$ cat src/rtl/nn_loader_pkg.sv
// rtl/nn_loader_pkg.sv - shared state encoding and widths for the layer parameter loader
package nn_loader_pkg;

   localparam int CFG_W       = 32;
   localparam int MAX_WEIGHTS = 784;
   localparam int MAX_NEURONS = 30;
   localparam int WCNT_W      = $clog2(MAX_WEIGHTS);
   localparam int NCNT_W      = $clog2(MAX_NEURONS);

   typedef enum logic [1:0] {
      IDLE   = 2'd0,
      WEIGHT = 2'd1,
      BIAS   = 2'd2,
      DONE   = 2'd3
   } state_e;

endpackage

$ cat src/rtl/nn_param_loader.sv
// rtl/nn_param_loader.sv - streams weight/bias words onto one layer's neuron config bus
// Optional feature macro: LOADER_BIAS_EN (one bias word after each neuron's weights).
module nn_param_loader
   import nn_loader_pkg::*;
#(
   parameter int dataWidth  = 16,
   parameter int maxWeights = 784,
   parameter int maxNeurons = 30
) (
   input  logic             clk,
   input  logic             rst,
   input  logic             start,
   input  logic [CFG_W-1:0] layer_num,
   input  logic [CFG_W-1:0] num_neurons,
   input  logic [CFG_W-1:0] num_weights,
   input  logic [CFG_W-1:0] s_data,
   input  logic             s_valid,
   output logic             s_ready,
   output logic             weightValid,
   output logic             biasValid,
   output logic [CFG_W-1:0] weightValue,
   output logic [CFG_W-1:0] biasValue,
   output logic [CFG_W-1:0] config_layer_num,
   output logic [CFG_W-1:0] config_neuron_num,
   output logic             busy,
   output logic             done,
   output logic             err
);

   // Counter widths come from the package; reject builds whose limits would overflow them.
   if (dataWidth < 1 || dataWidth > CFG_W) begin : g_bad_data_width
      $error("nn_param_loader: dataWidth out of range");
   end
   if ($clog2(maxWeights) > WCNT_W || $clog2(maxNeurons) > NCNT_W) begin : g_bad_limits
      $error("nn_param_loader: maxWeights/maxNeurons exceed counter widths");
   end

   state_e              state_q, state_d;
   logic [WCNT_W-1:0]   weight_cnt_q, weight_cnt_d;
   logic [NCNT_W-1:0]   neuron_cnt_q, neuron_cnt_d;
   logic [CFG_W-1:0]    layer_q, layer_d;
   logic [CFG_W-1:0]    nn_q, nn_d;
   logic [CFG_W-1:0]    nw_q, nw_d;
   logic                wvalid_q, wvalid_d;
   logic [CFG_W-1:0]    wvalue_q, wvalue_d;
   logic [CFG_W-1:0]    neuron_num_q, neuron_num_d;
   logic                busy_q, busy_d;
   logic                done_q, done_d;
   logic                err_q, err_d;
`ifdef LOADER_BIAS_EN
   logic                bvalid_q, bvalid_d;
   logic [CFG_W-1:0]    bvalue_q, bvalue_d;
`endif

   logic hs;
   logic illegal;
   logic last_w;
   logic last_n;

   assign s_ready = (state_q == WEIGHT) || (state_q == BIAS);
   assign hs      = s_valid && s_ready;
   assign illegal = (num_neurons == '0) || (num_weights == '0) ||
                    (num_weights > CFG_W'(maxWeights)) || (num_neurons > CFG_W'(maxNeurons));
   assign last_w  = (CFG_W'(weight_cnt_q) == nw_q - CFG_W'(1));
   assign last_n  = (CFG_W'(neuron_cnt_q) == nn_q - CFG_W'(1));

   always_comb begin
      state_d      = state_q;
      weight_cnt_d = weight_cnt_q;
      neuron_cnt_d = neuron_cnt_q;
      layer_d      = layer_q;
      nn_d         = nn_q;
      nw_d         = nw_q;
      wvalid_d     = 1'b0;
      wvalue_d     = wvalue_q;
      neuron_num_d = neuron_num_q;
      err_d        = 1'b0;
`ifdef LOADER_BIAS_EN
      bvalid_d     = 1'b0;
      bvalue_d     = bvalue_q;
`endif
      case (state_q)
         IDLE: begin
            if (start) begin
               if (illegal) begin
                  err_d = 1'b1;
               end else begin
                  layer_d      = layer_num;
                  nn_d         = num_neurons;
                  nw_d         = num_weights;
                  weight_cnt_d = '0;
                  neuron_cnt_d = '0;
                  state_d      = WEIGHT;
               end
            end
         end
         WEIGHT: begin
            if (hs) begin
               wvalid_d     = 1'b1;
               wvalue_d     = s_data;
               neuron_num_d = CFG_W'(neuron_cnt_q);
               weight_cnt_d = weight_cnt_q + WCNT_W'(1);
               if (last_w) begin
`ifdef LOADER_BIAS_EN
                  state_d = BIAS;
`else
                  if (last_n) begin
                     state_d = DONE;
                  end else begin
                     neuron_cnt_d = neuron_cnt_q + NCNT_W'(1);
                     weight_cnt_d = '0;
                  end
`endif
               end
            end
         end
`ifdef LOADER_BIAS_EN
         BIAS: begin
            if (hs) begin
               bvalid_d     = 1'b1;
               bvalue_d     = s_data;
               neuron_num_d = CFG_W'(neuron_cnt_q);
               if (last_n) begin
                  state_d = DONE;
               end else begin
                  neuron_cnt_d = neuron_cnt_q + NCNT_W'(1);
                  weight_cnt_d = '0;
                  state_d      = WEIGHT;
               end
            end
         end
`endif
         DONE:    state_d = IDLE;
         default: state_d = IDLE;
      endcase
      // done and busy are registered copies of where the FSM is heading.
      done_d = (state_d == DONE);
      busy_d = (state_d != IDLE);
   end

   always_ff @(posedge clk) begin
      if (rst) begin
         state_q      <= IDLE;
         weight_cnt_q <= '0;
         neuron_cnt_q <= '0;
         layer_q      <= '0;
         nn_q         <= '0;
         nw_q         <= '0;
         wvalid_q     <= 1'b0;
         wvalue_q     <= '0;
         neuron_num_q <= '0;
         busy_q       <= 1'b0;
         done_q       <= 1'b0;
         err_q        <= 1'b0;
`ifdef LOADER_BIAS_EN
         bvalid_q     <= 1'b0;
         bvalue_q     <= '0;
`endif
      end else begin
         state_q      <= state_d;
         weight_cnt_q <= weight_cnt_d;
         neuron_cnt_q <= neuron_cnt_d;
         layer_q      <= layer_d;
         nn_q         <= nn_d;
         nw_q         <= nw_d;
         wvalid_q     <= wvalid_d;
         wvalue_q     <= wvalue_d;
         neuron_num_q <= neuron_num_d;
         busy_q       <= busy_d;
         done_q       <= done_d;
         err_q        <= err_d;
`ifdef LOADER_BIAS_EN
         bvalid_q     <= bvalid_d;
         bvalue_q     <= bvalue_d;
`endif
      end
   end

   assign weightValid       = wvalid_q;
   assign weightValue       = wvalue_q;
   assign config_layer_num  = layer_q;
   assign config_neuron_num = neuron_num_q;
   assign busy              = busy_q;
   assign done              = done_q;
   assign err               = err_q;
`ifdef LOADER_BIAS_EN
   assign biasValid         = bvalid_q;
   assign biasValue         = bvalue_q;
`else
   assign biasValid         = 1'b0;
   assign biasValue         = '0;
`endif

endmodule

$ cat config.mk
export PLATFORM = sky130hd
export DESIGN_NAME = nn_param_loader
export DESIGN_NICKNAME = d
export VERILOG_FILES = /design/src/rtl/nn_loader_pkg.sv /design/src/rtl/nn_param_loader.sv
export SDC_FILE = /design/constraint.sdc
export NUM_CORES = 1
export LEC_CHECK = 0
export CORE_ASPECT_RATIO = 0.75
export CORE_UTILIZATION = 40
export DETAILED_ROUTE_END_ITERATION = 7
export PLACE_DENSITY_LB_ADDON = 0.15
export SLEW_MARGIN = 0
export SYNTH_ARGS = -nofsm -noshare
export SYNTH_HDL_FRONTEND = slang
export SYNTH_SLANG_ARGS = --single-unit
$ cat constraint.sdc
create_clock -name clk -period 3.4 [get_ports clk]
set_clock_uncertainty 0.05 [all_clocks]
set_input_delay 0.34 -clock clk [delete_from_list [all_inputs] [get_ports clk]]
set_output_delay 0.34 -clock clk [all_outputs]
set_load 0.01 [all_outputs]
* Word-level counts from Yosys, hierarchy flattened
Cells that the tools add are included.
** Word-level totals
- Input bits :: 132
- Logic and storage cells :: 68
- Flip-flop bits (word level) :: 154
- Output and inout port bits :: 134
** Cells by class
- Bitwise logic cells :: 4
- Add/sub/neg operators :: 4
- Equality and inequality tests :: 10
- Reductions and logical operators :: 16
- Order comparisons :: 2
- Multiplexer cells :: 20
** Operators by type and width (number)
- $logic_not A32 Y1 :: 2
- $sub A32 B1 Y32 const B :: 2
- $mux W10 :: 5
- $eq A10 B32 Y1 :: 1
- $eq A5 B32 Y1 :: 1
- $gt A32 B10 Y1 const B :: 1
- $gt A32 B5 Y1 const B :: 1
- $mux W5 :: 5
- $pmux W10 S2 :: 1
- $add A10 B1 Y10 const B :: 1
- $mux W2 :: 5
- $ne A2 B2 Y1 const B :: 5
- $pmux W5 S2 :: 1
- $reduce_and A6 Y1 :: 1
- $add A5 B1 Y5 const B :: 1
- $eq A2 B2 Y1 const B :: 2
- $logic_or A1 B1 Y1 :: 4
- $not A1 Y1 :: 4
- $pmux W2 S2 :: 1
- $reduce_and A4 Y1 :: 1
- $reduce_bool A2 Y1 :: 2
- $reduce_and A3 Y1 :: 1
- $reduce_or A3 Y1 :: 1
- $eq A2 B1 Y1 const B :: 1
- other kinds (5) :: 6

* Logic depth before layout (Yosys ltp)
Gate-level depths: netlist (run 1).
- Depth after elaboration :: 8
- Depth in mapped cells :: 14
- Depth with buffers taken out :: 11

* Least setup slack after synthesis (run 1)
Ideal clock, no wire load.
- Path type :: register -> register
- Start :: register nn_q[0]
- End :: register neuron_cnt_q[2]
- Data required time :: 3.229 ns
- Data arrival time :: 2.991 ns
- Cell stages (with the launch flop) :: 14
- Period minus slack after synthesis :: 3.162 ns
- Path slack :: 0.238 ns
- Path buffers :: 2
- Library setup time :: 0.121 ns
- Path through :: dfxtp_1 clkbuf_1 inv_1 ha_1 or3b_2 clkbuf_1 o31ai_1 nand4_1 nor4bb_1 nor4b_1 and4b_1 o21ai_0 nand3_1 mux2_2
** Between the ends
- Cells in the longest elaborated chain, start to end :: 4
** Ends and longest elaborated chain
- from (decl) :: line nn_param_loader.sv:42 : logic [CFG_W-1:0] nn_q, nn_d;
- from (signal assigned) :: line nn_param_loader.sv:164 : nn_q <= nn_d;
- $sub A32 B1 Y32 :: line nn_param_loader.sv:65 : assign last_n = (CFG_W'(neuron_cnt_q) == nn_q - CFG_W'(1));
- $eq A5 B32 Y1 :: line nn_param_loader.sv:65
- $ne A2 B2 Y1 (no source line)
- $reduce_and A6 Y1 (no source line)
- to (signal assigned) :: line nn_param_loader.sv:162 : neuron_cnt_q <= neuron_cnt_d;
- to (decl) :: line nn_param_loader.sv:40 : logic [NCNT_W-1:0] neuron_cnt_q, neuron_cnt_d;
No other way between the ends.
A chain may end at the register's enable or synchronous reset.

* Final worst setup path (run 1)
Same ends and word-level chain as after synthesis.

==> impl_metrics.json, run 1 <==
{
  "status": "finished clean",
  "grt_max_degree": 58,
  "dieArea_um2": 18100,
  "setup_tns_ns": 0,
  "area_growth_pct": 38.9,
  "power_leakage_nw": 3.82,
  "post_cts_buffers": 0,
  "tritoncts": "yes",
  "start_util_pct": 41.3,
  "yosysTopAreaCellShare_pct": 43.8,
  "cts_buffer_depth": 2,
  "yosys-top-cells-count": "nand2_1, dfxtp_1, a21oi_1, buf_4, nor2_1",
  "antenna_found_initial": 0,
  "total_power_mw": 3.88,
  "yosysMostFrequentCell": "nand2_1",
  "worst_slew_pin_slew_ns": 0.632,
  "cts-buffers-inserted": 17,
  "cts_hold_buffers": 0,
  "worst_setup_path_end_kind": "flop",
  "grtUsageTotal_pct": 19.4,
  "yosysTopAreaCell": "dfxtp_1",
  "yosysUniqueCellTypes": 65,
  "fin_crit_sh_pct": 94.1,
  "hold_class": "in -> reg",
  "core_area_um2": 17000,
  "path_max_fanout": 6,
  "rows": 41,
  "yosys_warnings": 0,
  "power_density_nw_per_um2": 397,
  "n_fill_cell": 1579,
  "synthFlopType": "dfxtp_1",
  "synth_edf_count": 0,
  "io_pins": 266,
  "drt_iter0_drc": 333,
  "drive_above_1_share_pct": 7.73,
  "path_class": "reg -> reg",
  "dr.pass1.iters": 4,
  "syn_avg_cell_area_um2": 8.38,
  "rsz0062_at_grt": "no",
  "finalCriticalPeriod_ns": 3.20,
  "slew-limit-headroom_pct": 57.9,
  "grt_overflow": 0,
  "setup_viol": 0,
  "cp.required_ns": 3.65,
  "cts.htree.levels": 4,
  "dpl.hpwl_um": 12900,
  "critPathTopFamily": "simple AND/OR/NAND/NOR gates",
  "drc_errors": 0,
  "fmax_mhz": 312,
  "ir_worst_vdd_v": 0.000345,
  "finalMaxSlewViolations": 0,
  "num_vias": 6155,
  "antenna-diode-count": 0,
  "ys_async_sr_fraction_pct": 0,
  "ant_nets": 0,
  "finish.net_count": 1186,
  "grt_pass1_vias": 5648,
  "routed_wl_um": 17900,
  "clkSlewWorstSetupHoldPaths_ns": 0.07,
  "worst_ep_arrival_time_ns": 3.45,
  "avgViaCountPerCell": 4.75,
  "cp_cell_sequence": "inv_1 -> ha_1 -> or3b_2 -> o31ai_1 -> nand4_1 -> nor4bb_1 -> nor4b_2 -> and4b_1 -> o21ai_1 -> nand3_1 -> mux2_2",
  "regArea_um2": 3080,
  "cts_root_buf": "clkbuf_16",
  "wl_per_cell_um": 13.8,
  "crit_buf_inv": 1,
  "ys_ff_latch": 154,
  "worstSkewPairLatency_ns": 0.42,
  "hold_violations": 0,
  "slowest_delay_ns": 0.48,
  "startpoint_type": "flop",
  "synthCells": 840,
  "synth_area_um2": 7040,
  "routabilityCongestion": 0.861,
  "io_buffers": 205,
  "cts_sinks": 154,
  "ys_seq_area_share_pct": 43.8,
  "multi_input_area_um2": 3550,
  "synth.area.top_cells": "dfxtp_1, nand2_1, buf_4",
  "cts.repair.resized": 0,
  "die_y_um": 117,
  "maxCapViolations": 0,
  "grt_pass1_wl_um": 28300,
  "fp.dieW_um": 155,
  "cp_slowest_cell": "or3b_2"
}
## placed cells by master, fill, tap and decap left out, types with 3 or more instances in the layout
cell	instances
and3_1	5
o21a_1	3
o22ai_1	3
buf_4	27
or4_1	6
o21ai_0	7
and2_1	50
inv_6	5
nand4_1	16
inv_8	4
nor4_2	3
nor2b_1	3
xor2_1	18
a21oi_1	80
conb_1	60
nor2_1	52
nand2_1	157
nand3_1	13
o31ai_1	10
clkbuf_16	17
xnor2_1	19
and4b_1	3
mux2i_1	22
inv_1	12
nand4b_1	5
or3_1	3
ha_1	6
nor4_1	25
dfxtp_1	154
nor3_1	15
clkdlybuf4s50_1	204
## final timing paths
path                       start                   to  slack, ns  depth (start not counted)
max                      nn_q[0]      neuron_cnt_q[2]       0.20                         11
min                          rst              nw_q[7]       0.38                          2
max reg2reg              nn_q[0]      neuron_cnt_q[2]       0.20                         11
min reg2reg  config_layer_num[5]  config_layer_num[5]       0.40                          2
## cell type report
cell class,instances,share of cell area [%]
Clock buffer,17,4.35
Clock inverter,15,1.34
Inverter,12,0.461
Multi-Input combinational cell,632,36.3
Sequential cell,154,31.5
Tap cell,236,3.02
Timing Repair Buffer,231,23.0
## cell families (layout without fill, tap and decap cells)
logic type / count (synthesis) / in the layout / synth area share, %
AO/OA/AOI/OAI: 124 / 124 / 10.4
XOR/XNOR: 37 / 37 / 4.61
adder cells (fa/ha/maj): 6 / 6 / 1.07
buffers and inverters: 113 / 275 / 9.28
flip-flops: 154 / 154 / 43.8
multiplexers: 23 / 23 / 3.29
other: 1 / 60 / 0.0533
AND/OR/NAND/NOR: 382 / 382 / 27.5
## flip-flops by register name (all words and copies together), names as in the netlist
signal             flops
neuron_cnt_q           5
weightValue           32
busy                   1
weight_cnt_q          10
config_layer_num      32
state_q                2
config_neuron_num      5
nw_q                  32
err                    1
done                   1
weightValid            1
nn_q                  32
## per-stage QoR
| stage | setup WS [ns] | cell area, um^2 | hold slack [ns] | utilization, % | instances |
|---|---|---|---|---|---|
| floorplan | 0.238 | 7260 | 0.369 | - | 899 |
| global placement | 0.176 | 9200 | 0.387 | 54.0 | 1265 |
| detailed placement | 0.0859 | 9200 | 0.390 | 54.0 | 1265 |
| CTS | 0.0550 | 9750 | 0.377 | 57.3 | 1297 |
| global route | 0.00735 | 9780 | 0.402 | 57.4 | 1297 |
| finish | 0.199 | 9780 | 0.380 | 57.4 | 1297 |
## metal layers
metal	GRT usage (%)	up-vias	share of wire (%)
li1	-	3169	-
met3	5.45	14	5.7
met5	0	-	0
met4	4.29	0	0.70
met2	30.7	156	45
met1	26.3	2816	48
## power breakdown
| part | switching, mW | total, mW | internal, mW |
|---|---|---|---|
| clock | 0.826 | 1.79 | 0.965 |
| combinational | 0.117 | 0.278 | 0.162 |
| sequential | 0.00372 | 1.81 | 1.81 |
| total | 0.946 | 3.88 | 2.94 |
Power figures use the tool's default switching activity.
==> run 2, diff against run 1 <==
- CORE_MARGIN: unset -> 2
==> impl_metrics.json, run 2 (same netlist as run 1, synthesis figures left out) <==
{
  "status": "finished clean",
  "dr.pass1.iters": 7,
  "hold_class": "in -> reg",
  "cts_sinks": 154,
  "cts.htree.levels": 4,
  "maxCapViolations": 0,
  "slew-limit-headroom_pct": 50.8,
  "cp.required_ns": 3.70,
  "finish.net_count": 1185,
  "setup_tns_ns": 0,
  "hold_violations": 0,
  "die_y_um": 119,
  "cts.repair.resized": 0,
  "io_buffers": 205,
  "tritoncts": "yes",
  "antenna-diode-count": 0,
  "io_pins": 266,
  "wl_per_cell_um": 14.2,
  "n_fill_cell": 1577,
  "clkSlewWorstSetupHoldPaths_ns": 0.06,
  "grt_pass1_wl_um": 28900,
  "worst_slew_pin_slew_ns": 0.739,
  "grt_overflow": 0,
  "drive_above_1_share_pct": 7.08,
  "grt_max_degree": 67,
  "startpoint_type": "flop",
  "fin_crit_sh_pct": 95.5,
  "worst_ep_arrival_time_ns": 3.55,
  "num_vias": 6124,
  "worstSkewPairLatency_ns": 0.42,
  "cts-buffers-inserted": 17,
  "cts_root_buf": "clkbuf_16",
  "fmax_mhz": 308,
  "drc_errors": 0,
  "drt_iter0_drc": 339,
  "final_cell_mix": "clkdlybuf4s50_1, nand2_1, dfxtp_1, a21oi_1, conb_1",
  "ant_nets": 0,
  "rows": 41,
  "finalCriticalPeriod_ns": 3.25,
  "power_leakage_nw": 3.82,
  "core_area_um2": 17000,
  "path_class": "reg -> reg",
  "area_growth_pct": 39.1,
  "grt_pass1_vias": 5629,
  "path_max_fanout": 6,
  "setup_viol": 0,
  "ir_worst_vdd_v": 0.000243,
  "start_util_pct": 41.3,
  "whs_ns": 0.399,
  "post_cts_buffers": 0,
  "rsz0062_at_grt": "no",
  "worst_setup_path_end_kind": "flop",
  "finalMaxSlewViolations": 0,
  "fp.dieW_um": 157,
  "routed_wl_um": 18400,
  "antenna_found_initial": 0,
  "layout_commonest_cell": "clkdlybuf4s50_1",
  "avgViaCountPerCell": 4.73,
  "power_density_nw_per_um2": 411,
  "cts_hold_buffers": 0,
  "grtUsageTotal_pct": 19.4,
  "cts_buffer_depth": 2,
  "routabilityCongestion": 0.817,
  "dpl.hpwl_um": 13400,
  "dieArea_um2": 18700
}
==> run 2: area by class of cell <==
type,count,area (um^2),share of cell area [%]
clock buffer,17,425,4.35
sequential,154,3080,31.5
timing repair buffer,230,2240,22.9
inverter,12,45.0,0.460
multi-input combinational,632,3530,36.0
tap,236,295,3.02
clock inverter,14,174,1.78
==> run 2: final timing paths <==
path              cells past startpoint              endpoint                 start  slack (ns)
setup / recovery                      9       neuron_cnt_q[3]              nw_q[10]        0.15
hold / removal                        2       weightValue[27]                   rst        0.40
setup reg to reg                      9       neuron_cnt_q[3]              nw_q[10]        0.15
hold reg to reg                       2  config_layer_num[27]  config_layer_num[27]        0.40
==> run 2: power breakdown <==
part	internal [mW]	switching [mW]	total (mW)
clock	1.16	0.778	1.93
sequential	1.81	0.00364	1.81
combinational	0.162	0.119	0.280
==> run 2: per-layer routing <==
metal	wire, um	vias up	GRT usage, %
li1	-	3168	-
met5	0	-	0
met2	8220	165	29.3
met4	132	0	4.32
met1	8730	2776	26.5
met3	1340	15	6.95
==> run 2: through the flow <==
| step | instance area (um^2) | total power, mW | cells | utilization, % | setup slack [ns] |
|---|---|---|---|---|---|
| 2_1_floorplan | 7260 | 1.99 | 899 | - | 0.238 |
| 3_5_place_dp | 9190 | 2.13 | 1264 | 53.9 | 0.154 |
| 4_1_cts | 9790 | 4.07 | 1295 | 57.5 | 0.122 |
| 3_3_place_gp | 9190 | 2.13 | 1264 | 53.9 | 0.225 |
| 5_1_grt | 9790 | 4.17 | 1295 | 57.5 | 0.0128 |
| 6_report | 9790 | 4.03 | 1295 | 57.5 | 0.153 |
==> run 2: critical path, stage by stage, from the launching register on <==
cell and delay [ns]:
dfxtp_1 0.36, nor4_1 0.37, nand2_1 0.13, or3_4 0.42, or4_4 0.49, a211oi_2 0.26
nand4_2 0.19, o21a_1 0.26, or4_1 0.50, a21oi_1 0.15
==> run 3, diff against run 2 <==
- ABC_CLOCK_PERIOD_IN_PS: unset -> 3400
- SKIP_CTS_REPAIR_TIMING: unset -> 1
==> results of run 3 <==
No change in the layout: final DEF, timing and power equal those of run 2.
